--- src/rtl/dld_pkg.sv ---
// dld_pkg: shared state encoding, default width and Gray helper for the sequencing counter.
package dld_pkg;
    typedef enum logic [1:0] {
        IDLE = 2'd0,
        RUN  = 2'd1,
        DONE = 2'd2
    } state_t;

    localparam int DEFAULT_WIDTH = 4;

    // Callers zero-extend narrower codes and truncate the result.
    function automatic logic [31:0] bin2gray(input logic [31:0] b);
        return b ^ (b >> 1);
    endfunction
endpackage

--- src/rtl/gray_encode.sv ---
// gray_encode: combinational binary-to-Gray conversion of a WIDTH-bit word.
module gray_encode
    import dld_pkg::*;
#(
    parameter int WIDTH = DEFAULT_WIDTH
) (
    input  logic [WIDTH-1:0] i_bin,
    output logic [WIDTH-1:0] o_gray
);
    assign o_gray = WIDTH'(bin2gray(32'(i_bin)));
endmodule

--- src/rtl/gray_seq_counter.sv ---
// gray_seq_counter: up/down sequencing counter with load, one-shot FSM and aligned registered Gray output.
module gray_seq_counter
    import dld_pkg::*;
#(
    parameter int WIDTH = DEFAULT_WIDTH
) (
    input  logic             clk,
    input  logic             rst_n,
    input  logic             en,
    input  logic             up,
    input  logic             oneshot,
    input  logic [WIDTH-1:0] limit,
    input  logic             start,
    input  logic             stop,
    input  logic             load,
    input  logic [WIDTH-1:0] load_val,
    output logic [WIDTH-1:0] bin_out,
    output logic [WIDTH-1:0] gray_out,
    output logic             wrap,
    output logic             busy,
    output logic             done
);
    state_t           r_state;
    state_t           w_next_state;
    logic [WIDTH-1:0] r_bin;
    logic [WIDTH-1:0] r_gray;
    logic             r_wrap;
    logic [WIDTH-1:0] w_next_bin;
    logic [WIDTH-1:0] w_next_gray;
    logic             w_next_wrap;

    always_ff @(posedge clk or negedge rst_n) begin
        if (!rst_n) begin
            r_state <= IDLE;
            r_bin   <= '0;
            r_gray  <= '0;
            r_wrap  <= 1'b0;
        end else begin
            r_state <= w_next_state;
            r_bin   <= w_next_bin;
            r_gray  <= w_next_gray;
            r_wrap  <= w_next_wrap;
        end
    end

    // Priority: load > stop > start > count; start inside RUN falls through to counting.
    always_comb begin
        w_next_state = r_state;
        w_next_bin   = r_bin;
        w_next_wrap  = 1'b0;
        if (load) begin
            w_next_bin   = load_val;
            w_next_state = IDLE;
        end else if (stop) begin
            w_next_state = IDLE;
        end else if (start && r_state != RUN) begin
            w_next_state = RUN;
        end else if (r_state == RUN && en) begin
            if (oneshot && r_bin == limit) begin
                w_next_state = DONE;
            end else begin
                w_next_bin  = up ? r_bin + 1'b1 : r_bin - 1'b1;
                w_next_wrap = up ? &r_bin : ~|r_bin;
            end
        end
    end

    // Encoding next_bin keeps gray_out registered on the same edge as bin_out.
    gray_encode #(.WIDTH(WIDTH)) u_gray_encode (
        .i_bin  (w_next_bin),
        .o_gray (w_next_gray)
    );

    assign bin_out  = r_bin;
    assign gray_out = r_gray;
    assign wrap     = r_wrap;
    assign busy     = (r_state == RUN);
    assign done     = (r_state == DONE);
endmodule
--- config.mk ---
export PLATFORM = sky130hd
export DESIGN_NAME = gray_seq_counter
export DESIGN_NICKNAME = d
export VERILOG_FILES = /design/src/rtl/dld_pkg.sv /design/src/rtl/gray_encode.sv /design/src/rtl/gray_seq_counter.sv
export SDC_FILE = /design/constraint.sdc
export NUM_CORES = 1
export LEC_CHECK = 0
export CORE_MARGIN = 3
export CORE_UTILIZATION = 30
export CTS_CLUSTER_DIAMETER = 30
export DETAILED_ROUTE_END_ITERATION = 7
export GPL_TIMING_DRIVEN = 0
export PLACE_DENSITY = 0.67
export SLEW_MARGIN = 15
export SYNTH_ARGS = -nofsm -noshare
export SYNTH_HDL_FRONTEND = slang
export SYNTH_HIERARCHICAL = 1
export SYNTH_SLANG_ARGS = --single-unit
--- constraint.sdc ---
create_clock -name clk -period 2.5 [get_ports clk]
set_input_delay 0.375 -clock clk [delete_from_list [all_inputs] [get_ports clk]]
set_output_delay 0.375 -clock clk [all_outputs]
set_load 0.05 [all_outputs]
==> flow_summary.yaml <==
global_routing:
  grt_pass1_vias: 538
  grt_antenna_before_repair: 0
  grt_use_met2_pct: 20.2
  groute.layer.met1.usage_pct: 13.2
  wire_length_of_the_first_global_routing_pass_um: 2300
  grtUsageMet3_pct: 6.71
  largest_net_degree_at_the_start_of_global_routing: 12
  overflow: 0
  grt_busiest_layer: "met2"
  gr-usage-all-layers_pct: 11.7
critical_path:
  setup_crit_end_kind: "register"
  worstPathArrival_ns: 2.50
  worst-r2r-cell-count: 6
  cp-startpoint: "up"
  critical_path_class: "in2reg"
  worst-r2r-setup-slack_ns: 0.38
  crit-reg2reg-launch: "bin_out[2]"
  critPathMaxFanout: 4
  timing.critical_path.required_ns: 2.68
  endpoint: "gray_out[2]"
  critPathLaunchType: "primary input"
  reg_to_reg_critical_path_endpoint: "gray_out[1]"
routing:
  num_vias: 516
  drc_errors: 0
  final_antenna_net_count: 0
  drt-wirelength-per-cell_um: 11.6
  initialDrtViolationCount: 0
  viasPerCell: 4.57
  routed_wirelength_um: 1310
  first_pass_iters: 1
timing:
  rsz_0062_raised_after_global_routing: "no"
  setup_tns_ns: 0
  fin_hold_ws_ns: 0.438
  post-route-period-util_pct: 92.5
  worst_slew_slack_as_a_fraction_of_its_limit_pct: 64.4
  max_freq_mhz: 432
  worstMarginPinSlew_ns: 0.529
  final_count_of_negative_setup_slack_endpoints: 0
  final.setup_skew_ns: 0.000525
  final_critical_path_setup_slack_ns: 0.188
  final_hold_viol_count: 0
  report.final.slew_viol_count: 0
  finalWorstPathRequiredPeriod_ns: 2.31
synth:
  post_synthesis_cell_area_sq_um: 612
  synthArstFlopShare_pct: 100
  synth_cells: 59
  yosys_most_used_dff: "sky130_fd_sc_hd__dfrtp_1"
  postSynthRegisterBits: 11
  yosys.cell_count.top_type: "sky130_fd_sc_hd__dfrtp_1"
  post_synth.cell_area_avg_sq_um: 10.4
  post-synth-top-area-fraction_pct: 45.0
  ys_top_cells_by_count: "sky130_fd_sc_hd__dfrtp_1, sky130_fd_sc_hd__xor2_1, sky130_fd_sc_hd__o21ai_0"
  synthDistinctLibCells: 25
  synthDominantAreaCellType: "sky130_fd_sc_hd__dfrtp_1"
  yosysWarnings: 6
  synthTopCellsByArea: "sky130_fd_sc_hd__dfrtp_1, sky130_fd_sc_hd__xor2_1, sky130_fd_sc_hd__ha_1, sky130_fd_sc_hd__o21ai_0, sky130_fd_sc_hd__fa_1"
  seq_area_frac_synth_pct: 45.0
  synth_fp_nets: 78
  synth-edff-count: 0
placed_design:
  hpwlAfterDp_um: 1050
  placement.cell_area_sq_um: 896
  port_buffers: 25
  placedCellCount: 109
  dp_slack_ns: -0.131
  globalplace.congestion: 0.694
final_layout:
  insertedDiodeCount: 0
  flow.area_growth_from_synthesis_pct: 51.7
  finalNonFillerCells: 113
  stdcell_area_sq_um: 928
  post_layout_utilization_of_the_core_pct: 51.0
  drive_above_1_share_pct: 10.2
  nets: 108
cts:
  tritoncts.num_buffers: 3
  buffer_depth_of_the_longest_clock_path: 2
  cts.reportedPaths.clkPinSlew_ns: 0.06
  postCtsSetupBuffers: 0
  worst_skew_pair.late_latency_ns: 0.26
  cts_sinks: 11
  cts_tree: "done"
  cts_max_level: 1
  ctsRootBufferMaster: "sky130_fd_sc_hd__clkbuf_4"
  holdBufCountCts: 0
floorplanning:
  fp.dieH_um: 51.2
  fp.coreArea_sq_um: 1820
  ios: 27
  core.rowCount: 15
  fp.dieW_um: 51.2
  dieArea_sq_um: 2620
  start_util_pct: 33.6
hold_path:
  worst_hold_path_type: "in2async"
power:
  leakagePower_nw: 0.416
  max-vdd-ir-drop_uv: 404
  power.total_mw: 0.516
  p_per_area_nw_per_um2: 556
job:
  maxCapViolations: 0
outcome:
  run_status: "finished, final reports clean"
## sequential cells by signal, summed over array words and instances, names as in the netlist
signal and cells:
bin_out 4, gray_out 4, r_state 2, wrap 1
## cells in the final DEF, fill, tap and decap left out, types with 3 or more instances in the layout
master                             n
sky130_fd_sc_hd__clkdlybuf4s50_1  25
sky130_fd_sc_hd__dfrtp_1          11
sky130_fd_sc_hd__xor2_1            8
sky130_fd_sc_hd__o21ai_0           5
sky130_fd_sc_hd__nand2_1           4
sky130_fd_sc_hd__nor2_1            4
sky130_fd_sc_hd__clkbuf_4          3
## worst min path at each step
stage                             to  slack, ns       start  cells past startpoint
after floorplan           bin_out[0]       0.08       rst_n                      0
after global placement    r_state[1]       0.56  r_state[1]                      1
after detailed placement  r_state[1]       0.55  r_state[1]                      1
after CTS                 r_state[0]       0.45       rst_n                      1
after global routing            wrap       0.47       rst_n                      1
final                     r_state[0]       0.44       rst_n                      1
## cell type report
cell class,count,area (sq um)
plain buffers,2,11.3
clock buffers,4,26.3
fillers,179,892
inverters,2,7.51
multi-input cells,44,327
flip-flops and latches,11,275
well taps,25,31.3
repair buffers,25,250
## worst max-delay path, cell delays in order
cell and delay, ns:
sky130_fd_sc_hd__clkdlybuf4s50_1 0.53, sky130_fd_sc_hd__inv_1 0.11, sky130_fd_sc_hd__ha_1 0.30, sky130_fd_sc_hd__a21o_2 0.18, sky130_fd_sc_hd__a21oi_1 0.17, sky130_fd_sc_hd__xnor2_1 0.09
sky130_fd_sc_hd__or3_1 0.32, sky130_fd_sc_hd__a31oi_2 0.26, sky130_fd_sc_hd__xor2_1 0.16
## per-layer routing
layer | wire length (um) | vias to the layer above
met5 | 0 | -
met2 | 641 | 17
li1 | - | 259
met1 | 563 | 240
met3 | 102 | 0
met4 | 0 | 0
## cells by family after synthesis
family,count (synthesis),share of synthesized area [%]
AO/OA/AOI/OAI,12,12.9
XOR/XNOR,10,14.3
adder cells (fa/ha/maj),3,7.36
buffers and inverters,4,3.07
flip-flops,11,45.0
multiplexers,2,3.27
AND/OR/NAND/NOR,17,14.1
## repair_timing
item                                    in CTS  in global routing
resized for setup                            0                  1
endpoints found under the setup margin       0                  1
endpoints found under the hold margin        0                  0
## power by group
part | switching, mW | internal [mW]
combinational | 0.112 | 0.0799
sequential | 0.0156 | 0.196
clock | 0.0515 | 0.0616
total | 0.179 | 0.337
No activity file was read; power rests on OpenSTA's default activity.
